### src/rtl/random_bcd_roller_pkg.sv
// Shared definitions for the random BCD roller: FSM encoding, LFSR taps
// and the constants used by the sample rule and the BCD converter.
package random_bcd_roller_pkg;

   typedef enum logic [1:0] {
      IDLE,
      WAIT_TICK,
      CONV,
      SHOW
   } state_t;

   localparam logic [15:0] LFSR_TAPS = 16'hB400;
   localparam int          BCD_W     = 4;
   localparam int          MOD_LIMIT = 100;

endpackage

### src/rtl/bin_to_bcd_seq.sv
// Sequential binary-to-BCD converter for 0..99 by repeated subtraction of 10;
// one load cycle, one cycle per subtraction, then a registered done pulse.
module bin_to_bcd_seq
   import random_bcd_roller_pkg::*;
(
   input  logic             clk,
   input  logic             rst,
   input  logic             start,
   input  logic [6:0]       bin,
   output logic [BCD_W-1:0] tens,
   output logic [BCD_W-1:0] ones,
   output logic             done
);

   logic             running;
   logic [6:0]       rem;
   logic [BCD_W-1:0] tens_cnt;

   // start always reloads, so a new request cleanly aborts any stale conversion
   always_ff @(posedge clk or posedge rst) begin
      if (rst) begin
         running  <= 1'b0;
         rem      <= '0;
         tens_cnt <= '0;
         tens     <= '0;
         ones     <= '0;
         done     <= 1'b0;
      end else begin
         done <= 1'b0;
         if (start) begin
            running  <= 1'b1;
            rem      <= bin;
            tens_cnt <= '0;
         end else if (running) begin
            if (rem >= 7'd10) begin
               rem      <= rem - 7'd10;
               tens_cnt <= tens_cnt + BCD_W'(1);
            end else begin
               running <= 1'b0;
               tens    <= tens_cnt;
               ones    <= rem[BCD_W-1:0];
               done    <= 1'b1;
            end
         end
      end
   end

endmodule

### src/rtl/random_bcd_roller.sv
// Free-running LFSR plus roll FSM: on a roll press it shows ROLL_TICKS
// pseudo-random 0..99 samples, one per tick, and holds the last as BCD digits.
module random_bcd_roller
   import random_bcd_roller_pkg::*;
#(
   parameter logic [15:0] LFSR_SEED  = 16'hACE1,
   parameter int          TICK_DIV   = 2500000,
   parameter int          ROLL_TICKS = 20
) (
   input  logic             clk,
   input  logic             rst,
   input  logic             roll,
   output logic [BCD_W-1:0] tens,
   output logic [BCD_W-1:0] ones,
   output logic             busy,
   output logic             valid
);

   localparam int         TICK_W   = $clog2(TICK_DIV);
   localparam int         SAMPLE_W = $clog2(ROLL_TICKS + 1);
   localparam logic [6:0] MOD_L    = 7'(MOD_LIMIT);

   state_t              state, state_next;
   logic [2:0]          roll_sync;
   logic                roll_p;
   logic [15:0]         lfsr;
   logic [6:0]          raw, val;
   logic [TICK_W-1:0]   tick_cnt;
   logic [SAMPLE_W-1:0] sample_cnt;
   logic                tick_last;
   logic                conv_start, conv_done, cnt_clear, load_out;
   logic [BCD_W-1:0]    conv_tens, conv_ones;

   // Two synchronizer flops plus one history flop for the rising-edge detect
   always_ff @(posedge clk or posedge rst) begin
      if (rst) roll_sync <= '0;
      else     roll_sync <= {roll_sync[1:0], roll};
   end
   assign roll_p = roll_sync[1] & ~roll_sync[2];

   always_ff @(posedge clk or posedge rst) begin
      if (rst) lfsr <= LFSR_SEED;
      else     lfsr <= {lfsr[14:0], ^(lfsr & LFSR_TAPS)};
   end

   assign raw       = lfsr[6:0];
   assign val       = (raw >= MOD_L) ? (raw - MOD_L) : raw;
   assign tick_last = (tick_cnt == TICK_W'(TICK_DIV - 1));

   bin_to_bcd_seq u_conv (
      .clk   (clk),
      .rst   (rst),
      .start (conv_start),
      .bin   (val),
      .tens  (conv_tens),
      .ones  (conv_ones),
      .done  (conv_done)
   );

   always_ff @(posedge clk or posedge rst) begin
      if (rst) state <= IDLE;
      else     state <= state_next;
   end

   // Presses are only honoured from IDLE or SHOW; mid-roll edges fall through
   always_comb begin
      state_next = state;
      conv_start = 1'b0;
      cnt_clear  = 1'b0;
      load_out   = 1'b0;
      case (state)
         IDLE, SHOW: begin
            if (roll_p) begin
               state_next = WAIT_TICK;
               cnt_clear  = 1'b1;
            end
         end
         WAIT_TICK: begin
            if (tick_last) begin
               conv_start = 1'b1;
               state_next = CONV;
            end
         end
         CONV: begin
            if (conv_done) begin
               load_out   = 1'b1;
               state_next = (sample_cnt == SAMPLE_W'(ROLL_TICKS)) ? SHOW : WAIT_TICK;
            end
         end
         default: state_next = IDLE;
      endcase
   end

   always_ff @(posedge clk or posedge rst) begin
      if (rst) begin
         tick_cnt   <= '0;
         sample_cnt <= '0;
      end else begin
         if (state != WAIT_TICK || tick_last) tick_cnt <= '0;
         else                                 tick_cnt <= tick_cnt + TICK_W'(1);
         if (cnt_clear)       sample_cnt <= '0;
         else if (conv_start) sample_cnt <= sample_cnt + SAMPLE_W'(1);
      end
   end

   always_ff @(posedge clk or posedge rst) begin
      if (rst) begin
         tens <= '0;
         ones <= '0;
      end else if (load_out) begin
         tens <= conv_tens;
         ones <= conv_ones;
      end
   end

   assign busy  = (state == WAIT_TICK) || (state == CONV);
   assign valid = (state == SHOW);

endmodule

### config.mk
export PLATFORM = sky130hd
export DESIGN_NAME = random_bcd_roller
export DESIGN_NICKNAME = d
export VERILOG_FILES = /design/src/rtl/random_bcd_roller_pkg.sv /design/src/rtl/bin_to_bcd_seq.sv /design/src/rtl/random_bcd_roller.sv
export SDC_FILE = /design/constraint.sdc
export NUM_CORES = 1
export LEC_CHECK = 0
export BUFFER_PORTS_ARGS = -buffer_cell sky130_fd_sc_hd__buf_2
export CORE_MARGIN = 1.5
export CORE_UTILIZATION = 58
export CTS_BUF_LIST = sky130_fd_sc_hd__clkbuf_8
export CTS_CLUSTER_DIAMETER = 40
export CTS_CLUSTER_SIZE = 20
export DETAILED_ROUTE_END_ITERATION = 8
export GPL_ROUTABILITY_DRIVEN = 0
export GPL_TIMING_DRIVEN = 0
export PLACE_DENSITY = 0.86
export SKIP_CTS_REPAIR_TIMING = 1
export SYNTH_ARGS = -nofsm -noshare
export SYNTH_HDL_FRONTEND = slang
export SYNTH_SLANG_ARGS = --single-unit
### constraint.sdc
create_clock -name clk -period 2.2 [get_ports clk]
set_input_delay 0.11 -clock clk [delete_from_list [all_inputs] [get_ports clk]]
set_output_delay 0.11 -clock clk [all_outputs]
set_load 0.05 [all_outputs]
==> flow_summary.ini, run 1 <==
[route]
drt_iter0_drc = 147
final_antenna_net_count = 0
num_vias = 2560
wl_um = 6914
routedWlPerCell_um = 15.93
viasPerCell = 5.899
drc = 0
drt_pass1_iterations = 4

[final_layout]
diodes = 0
regArea_mm2 = 0.001942
syn2layout_area_growth_pct = 13.59
finalNetCount = 367
drive_gt1_frac = 0.2396
fillers = 433
multi_input_area_mm2 = 0.001558

[placement]
dp_slack_ns = -0.1671
io_buffers = 12
dpl.hpwl_um = 4499

[die]
initial_core_util = 0.6016
rows = 28
die_y_um = 81.37
die_w_um = 81.37
coreArea_mm2 = 0.005921
pin_count = 13
fp.dieArea_mm2 = 0.006621

[worst_setup_path]
cp.arrival_ns = 2.56
required_ns = 2.45
r2r-start = tick_cnt[5]$_DFF_PP0_
cp_max_fo = 9
cp-start-kind = flop
cp-startpoint = tick_cnt[5]$_DFF_PP0_
cp-end-kind = flop
path_class = flop to flop

[logic_synthesis]
synth-seq-cells = 77
synth_ff_type = dfrtp_1
ys_types = 48
yosysSeqAreaShare = 0.5437
synth_top_area_share = 0.4847
synthCells = 321
synthTopCellsByArea = dfrtp_1 48%, dfstp_2 5.9%, mux2_2 5.4%
yosysTopAreaCell = dfrtp_1
synth_area_mm2 = 0.003562
ys_warn_count = 0
avgSynthCellArea_um2 = 11.10
async_flop_share = 1.000
synth-edff-count = 0
syn-num-nets = 334

[sta]
setup_viol = 19
period_share = 1.050
final_hold_viol_count = 69
period_minus_slack_ns = 2.310
fin_skew_ns = 0.006454
rsz0062_at_grt = yes
worst_pin_slew_ns = 0.8942
fmax_mhz = 432.9
setup_ws_ns = -0.1099
timing.hold.ws_ns = -0.04540
slew_viol_final = 0
slew_headroom = 0.4038

[grt]
grt_pass1_wl_um = 11070
grt_max_degree = 78
overflow = 0
grt_pass1_vias = 2473
grt_usage = 0.2240
antenna_found_initial = 0

[clock_tree]
cts.sinks = 77
worstSkewPairLatency_ns = 0.36
cts.reportedPaths.clkPinSlew_ns = 0.08
htreeDepth = 3
clock_path_buffers = 2
cts_tree = done
cts_buffers = 9
root_buffer = clkbuf_8

[worst_hold_path]
hold_class = input pin to async pin

[power_and_ir_drop]
irDropWorstVdd_mv = 0.8337
leakagePower_nw = 1.841
power-per-cell-area_mw_per_mm2 = 678.9

[run]
drv_cap = 0

[outcome]
violations = hold timing, setup timing
outcome = finished, violations left
==> cell families after synthesis <==
| group | share of synthesized area |
|---|---|
| compound gates | 0.09343 |
| xor+xnor | 0.03934 |
| fa+ha+maj | 0.03512 |
| buf+inv | 0.03161 |
| flops | 0.5437 |
| mux | 0.08219 |
| simple gates | 0.1746 |
==> power breakdown <==
part           total, mW  internal (mW)  switching (mW)
logic              0.227         0.0892           0.138
clock network      0.990          0.424           0.566
registers           1.53           1.47          0.0598
==> Yosys cell counts (6+ instances only) <==
master	instances
a21oi_1	16
dfrtp_1	69
dfstp_2	8
ha_1	10
inv_1	21
mux2_2	17
mux2i_1	9
nand2_1	17
nand2b_1	7
nand3_1	14
nor2_1	18
nor3_1	10
o21ai_0	12
o31ai_1	6
or3_1	7
or4_1	8
xnor2_1	7
xor2_1	9
==> worst max-delay path, cell delays in order, from the launching register on <==
cell      delay, ns
dfrtp_2        0.43
or4b_1         0.51
or4_4          0.53
o211ai_4       0.23
buf_12         0.16
mux2_2         0.33
==> layer usage <==
layer,track usage,share of wire,routed length (um)
met4,0.07759,0.013,93
met2,0.3736,0.51,3536
met1,0.2741,0.44,3025
met3,0.06966,0.037,258
met5,0,0,0
==> worst paths after layout <==
| kind | cells after the start | to | slack, ns |
|---|---|---|---|
| hold reg to reg | 0 | lfsr[9]$_DFF_PP0_ | 0.35 |
| min in group clk | 0 | lfsr[9]$_DFF_PP0_ | 0.35 |
| max in group asynchronous | 2 | tick_cnt[11]$_DFF_PP0_ | 1.63 |
| setup reg to reg | 5 | u_conv.ones[1]$_DFFE_PP0P_ | -0.11 |
| setup / recovery | 5 | u_conv.ones[1]$_DFFE_PP0P_ | -0.11 |
| hold / removal | 2 | lfsr[9]$_DFF_PP0_ | -0.05 |
==> cell usage in the layout, fill, tap and decap left out, types with 9 or more instances in the layout <==
cell / instances
nand3_1: 13
buf_2: 13
ha_1: 9
dfrtp_1: 65
clkbuf_8: 9
mux2i_1: 9
a21oi_1: 16
xor2_1: 9
o21ai_0: 12
nor2_1: 18
mux2_2: 15
inv_1: 20
nand2_1: 17
nor3_1: 9
==> registers in the layout, indices dropped and copies added (netlist names) <==
signal           cells
state                2
u_conv.done          1
u_conv.ones          4
ones                 4
sample_cnt           5
u_conv.running       1
u_conv.rem           7
lfsr                16
u_conv.tens_cnt      4
tick_cnt            22
u_conv.tens          4
roll_sync            3
tens                 4
==> per-stage QoR <==
step                setup TNS, ns  total power [mW]  cell area (um^2)  utilization  cells
finish                    -0.9226             2.747              4046       0.6834    434
global route               -2.338             2.867              4046       0.6834    434
CTS                        -5.983             2.739              3900       0.6587    424
detailed placement         -5.310             1.755              3719       0.6281    408
global placement           -49.31             1.738              3716       0.6276    408
floorplan                       0             1.697              3562            -    321
==> layout make-up <==
type,instances,share of cell area
timing repair buffer,22,0.03711
clock inverter,7,0.01422
buffer,8,0.009895
tap,75,0.02319
clock buffer,9,0.03061
multi-input combinational,215,0.3850
sequential,77,0.4799
inverter,21,0.02010
(Power assumes the default switching activity.)
==> inputs of run 2 (changes only) <==
Settings changed: SETUP_SLACK_MARGIN from default to 0.05.
==> flow_summary.ini, run 2 (synthesized netlist as in run 1, its figures left out) <==
[route]
drt_iter0_drc = 165
viasPerCell = 5.868
num_vias = 2541
routedWlPerCell_um = 16.40
drc = 0
final_antenna_net_count = 0
wl_um = 7100
drt_pass1_iterations = 4

[worst_setup_path]
cp_top_family = simple AND/OR/NAND/NOR gates
r2r_end = u_conv.ones[2]$_DFFE_PP0P_
cp_max_fo = 9
path_class = flop to flop
cp.arrival_ns = 2.51
worstPathCellList = or4b_1, or4_4, o211ai_4, buf_12, mux2_2
critPathMaxStageDelay_ns = 0.52
r2r-start = tick_cnt[16]$_DFF_PP0_
slowest_stage = or4b_1
cp-end-kind = flop
ff2ff_setup_slack_ns = -0.08
reg2regPathDepth = 5
cp-start-kind = flop
required_ns = 2.43
path_depth = 5
critPathBufInv = 1

[final_layout]
diodes = 0
final_util = 0.6891
finalNetCount = 367
syn2layout_area_growth_pct = 14.54
final_cell_count_no_fill = 433
layout_commonest_cell = dfrtp_1
drive_gt1_frac = 0.2458
top_regs = tick_cnt: 22 flops, lfsr: 16 flops, u_conv.rem: 7 flops
max_flop_register = tick_cnt
largest_reg_flops = 22
final_cell_mix = 65 x dfrtp_1, 21 x inv_1, 18 x nor2_1, 17 x nand2_1, 16 x a21oi_1

[die]
die_w_um = 81.37
pin_count = 13
rows = 28
initial_core_util = 0.6016
fp.dieArea_mm2 = 0.006621
coreArea_mm2 = 0.005921
die_y_um = 81.37

[power_and_ir_drop]
switching_share = 0.2498
irDropWorstVdd_mv = 0.7111
comb_power_share = 0.081
total_power_mw = 2.814
p_clk_frac = 0.374
p_switching_uw = 702.8
leakagePower_nw = 1.875
power-per-cell-area_mw_per_mm2 = 689.6
p_seq_frac = 0.545
p_int_mw = 2.111

[clock_tree]
cts_buffers = 9
root_buffer = clkbuf_8
cts.reportedPaths.clkPinSlew_ns = 0.08
worstSkewPairLatency_ns = 0.36
htreeDepth = 3
clock_path_buffers = 2
cts.sinks = 77
cts_tree = done

[sta]
final_hold_viol_count = 69
slew_headroom = 0.4008
setup_viol = 8
finalSetupTns_ns = -0.4748
fmax_mhz = 438.7
period_share = 1.036
setup_ws_ns = -0.07957
rsz0062_at_grt = yes
timing.hold.ws_ns = -0.03192
worst_pin_slew_ns = 0.8987
fin_skew_ns = 0.01183
period_minus_slack_ns = 2.280
slew_viol_final = 0

[grt]
antenna_found_initial = 0
grt_usage = 0.2305
grt_pass1_wl_um = 11340
overflow = 0
grt_pass1_vias = 2466
grt_max_degree = 78

[placement]
io_buffers = 12
dpl.hpwl_um = 4467
dp_cells = 408

[outcome]
violations = hold timing, setup timing
outcome = finished, violations left

[worst_hold_path]
hold_class = input pin to async pin

[run]
drv_cap = 0
## run 2: worst max path at each step
stage	from	end	slack (ns)
after floorplan	tick_cnt[15]$_DFF_PP0_	u_conv.ones[0]$_DFFE_PP0P_	0.02
after global placement	rst	tens[3]$_DFFE_PP0P_	-0.64
after detailed placement	tick_cnt[12]$_DFF_PP0_	u_conv.tens[2]$_DFFE_PP0P_	-0.17
after CTS	tick_cnt[12]$_DFF_PP0_	u_conv.tens[2]$_DFFE_PP0P_	-0.20
after global routing	tick_cnt[16]$_DFF_PP0_	u_conv.ones[2]$_DFFE_PP0P_	-0.12
final	tick_cnt[16]$_DFF_PP0_	u_conv.ones[2]$_DFFE_PP0P_	-0.08
## run 2: cell type report
cell class	count	area [um^2]
inverters	21	81.33
flip-flops and latches	77	1942
multi-input cells	215	1565
clock buffers	10	137.6
well taps	75	93.84
repair buffers	24	165.2
plain buffers	6	42.54
clock inverters	5	52.55
fillers	423	1841
## run 2: power by group through the flow
stage	logic, mW	registers [mW]	clock network (mW)
after floorplan	0.153	1.54	0
after global placement	0.183	1.55	0
after CTS	0.193	1.53	1.06
after global routing	0.262	1.54	1.12
final	0.227	1.53	1.05
after detailed placement	0.189	1.56	0
## run 2: per-stage QoR
stage	area [um^2]	worst slack, ns
5_1_grt	4080	-0.1155
3_3_place_gp	3720	-0.6445
6_report	4080	-0.07957
3_5_place_dp	3722	-0.1696
2_1_floorplan	3566	0.02200
4_1_cts	3913	-0.1984
## run 2: per-layer routing
metal | part of all wire | up-vias | global-route usage
met5 | 0 | - | 0
met4 | 0.022 | 0 | 0.1190
met3 | 0.029 | 14 | 0.04157
met2 | 0.52 | 50 | 0.3901
met1 | 0.43 | 1254 | 0.2799
li1 | - | 1223 | -
==> inputs of run 3 (changes only) <==
Settings changed: CORE_MARGIN 1.5 to default, SYNTH_HIERARCHICAL from default to 1.
==> flow_summary.ini, run 3 <==
[outcome]
outcome = completed

[clock_tree]
cts.sinks = 77
htreeDepth = 3
worstSkewPairLatency_ns = 0.35
cts_buffers = 9
clock_path_buffers = 2
cts_tree = done
cts.reportedPaths.clkPinSlew_ns = 0.08
root_buffer = clkbuf_8

[die]
fp.dieArea_mm2 = 0.006550
die_w_um = 80.93
coreArea_mm2 = 0.005956
pin_count = 13
rows = 28
die_y_um = 80.93
initial_core_util = 0.6067

[sta]
finalSetupTns_ns = 0
setup_viol = 0
rsz0062_at_grt = yes
slew_viol_final = 0
period_minus_slack_ns = 2.178
timing.hold.ws_ns = 0.2742
worst_pin_slew_ns = 0.7713
slew_headroom = 0.4852
fmax_mhz = 459.2
period_share = 0.9898
final_hold_viol_count = 0
setup_ws_ns = 0.02240
fin_skew_ns = 0.01195

[grt]
grt.met1_usage = 0.2790
grt_pass1_vias = 2355
antenna_found_initial = 0
grt_usage = 0.2256
overflow = 0
top_usage_layer = met2
grt_pass1_wl_um = 10900
grtUsageMet3 = 0.07191
grt_max_degree = 45
met2_usage = 0.3697

[power_and_ir_drop]
switching_share = 0.2781
irDropWorstVdd_mv = 0.6141
p_clk_frac = 0.358
p_seq_frac = 0.496
power-per-cell-area_mw_per_mm2 = 703.4
p_switching_uw = 843.0
p_int_mw = 2.189
leakagePower_nw = 1.954
total_power_mw = 3.032
comb_power_share = 0.146

[worst_setup_path]
cp_top_family = simple AND/OR/NAND/NOR gates
slowest_stage = or4b_4
cp-start-kind = flop
critPathMaxStageDelay_ns = 0.52
worstPathCellList = and4bb_2, nand3_4, nor2_4, buf_6, or4b_4, clkbuf_16, mux2_4
critPathBufInv = 2
cp.arrival_ns = 2.41
cp-end-kind = flop
cp_max_fo = 6
path_class = flop to flop
required_ns = 2.43

[logic_synthesis]
yosysTopAreaCell = dfrtp_1
yosysMostFrequentCell = dfrtp_1
async_flop_share = 1.000
syn-num-nets = 333
yosysSeqAreaShare = 0.5360
avgSynthCellArea_um2 = 11.33
synth-edff-count = 0
synth_ff_type = dfrtp_1
synth_common_cells = 69 x dfrtp_1, 24 x nor2_1, 22 x inv_1
synth_top_area_share = 0.4778
synthTopCellsByArea = dfrtp_1 48%, dfstp_2 5.8%, ha_1 3.8%
synth_area_mm2 = 0.003613
ys_types = 57
ys_warn_count = 6
synthCells = 319
synth-seq-cells = 77

[final_layout]
final_util = 0.7237
syn2layout_area_growth_pct = 19.29
stdcell_area_mm2 = 0.004310
layout_commonest_cell = dfrtp_1
max_flop_register = tick_cnt
diodes = 0
final_cell_count_no_fill = 443
multi_input_area_mm2 = 0.001657
fillers = 379
drive_gt1_frac = 0.2989
final_cell_mix = 62 x dfrtp_1, 23 x nor2_1, 21 x inv_1, 19 x a21oi_1, 18 x buf_4
largest_reg_flops = 22
finalNetCount = 377
regArea_mm2 = 0.001946
top_regs = tick_cnt: 22 flops, lfsr: 16 flops, u_conv/rem: 7 flops

[placement]
io_buffers = 12
dpl_cell_area_mm2 = 0.003805
dp_slack_ns = -0.2185
dpl.hpwl_um = 4821
dp_cells = 407

[run]
drv_cap = 0

[route]
drt_pass1_iterations = 5
viasPerCell = 6.034
routedWlPerCell_um = 17.29
wl_um = 7658
final_antenna_net_count = 0
drt_iter0_drc = 121
drc = 0
num_vias = 2673

[worst_hold_path]
hold_class = input pin to async pin
## run 3: cell types whose count changed in the layout (fill, tap and decap cells not counted), moves of 4 or more
cell,delta
mux2_4,+4
xnor2_1,+7
or4_1,-4
nand2b_1,-4
mux2_2,-4
nor2_1,+5
xor2_1,-5
mux2i_1,-7
buf_4,+8
## run 3: worst register-to-register path: cells and delay by family, from the launching register on
family	cells	cell delay, ns
buf+inv	2	0.30
flops	1	0.44
mux	1	0.29
simple gates	4	1.03
## run 3: final timing paths
check                           cells after the start                         end                   start  slack, ns
worst max-delay path                                7  u_conv/ones[2]$_DFFE_PP0P_  tick_cnt[11]$_DFF_PP0_       0.02
worst min-delay path                                3           lfsr[4]$_DFF_PP0_                     rst       0.27
worst max register to register                      7  u_conv/ones[2]$_DFFE_PP0P_  tick_cnt[11]$_DFF_PP0_       0.02
worst min register to register                      0      roll_sync[1]$_DFF_PP0_  roll_sync[0]$_DFF_PP0_       0.35
max in group asynchronous                           3   u_conv/rem[4]$_DFFE_PP0P_                     rst       1.25
min in group clk                                    0      roll_sync[1]$_DFF_PP0_  roll_sync[0]$_DFF_PP0_       0.35
## run 3: power groups by stage
| stage | Clock [mW] | Sequential, mW | Combinational, mW |
|---|---|---|---|
| 5_1_grt | 1.17 | 1.51 | 0.473 |
| 2_1_floorplan | 0 | 1.52 | 0.249 |
| 3_5_place_dp | 0 | 1.53 | 0.337 |
| 6_report | 1.09 | 1.50 | 0.442 |
| 4_1_cts | 1.11 | 1.50 | 0.341 |
| 3_3_place_gp | 0 | 1.52 | 0.320 |
## run 3: routing by layer
metal | vias to the layer above | routed length [um]
met5 | - | 0
met1 | 1333 | 3091
met4 | 0 | 246
met3 | 22 | 341
met2 | 88 | 3978
li1 | 1230 | -
## run 3: layout make-up
type,count,area share
clock inverters,6,0.01626
well taps,75,0.02177
multi-input cells,213,0.3843
inverters,22,0.01916
plain buffers,6,0.01480
clock buffers,10,0.03193
flip-flops and latches,77,0.4514
repair buffers,34,0.06038
## run 3: cell families after synthesis
kind of cell | share of synthesized area
simple gates | 0.1731
flops | 0.5360
compound gates | 0.1063
buf+inv | 0.03289
mux | 0.06995
xor+xnor | 0.04363
fa+ha+maj | 0.03809
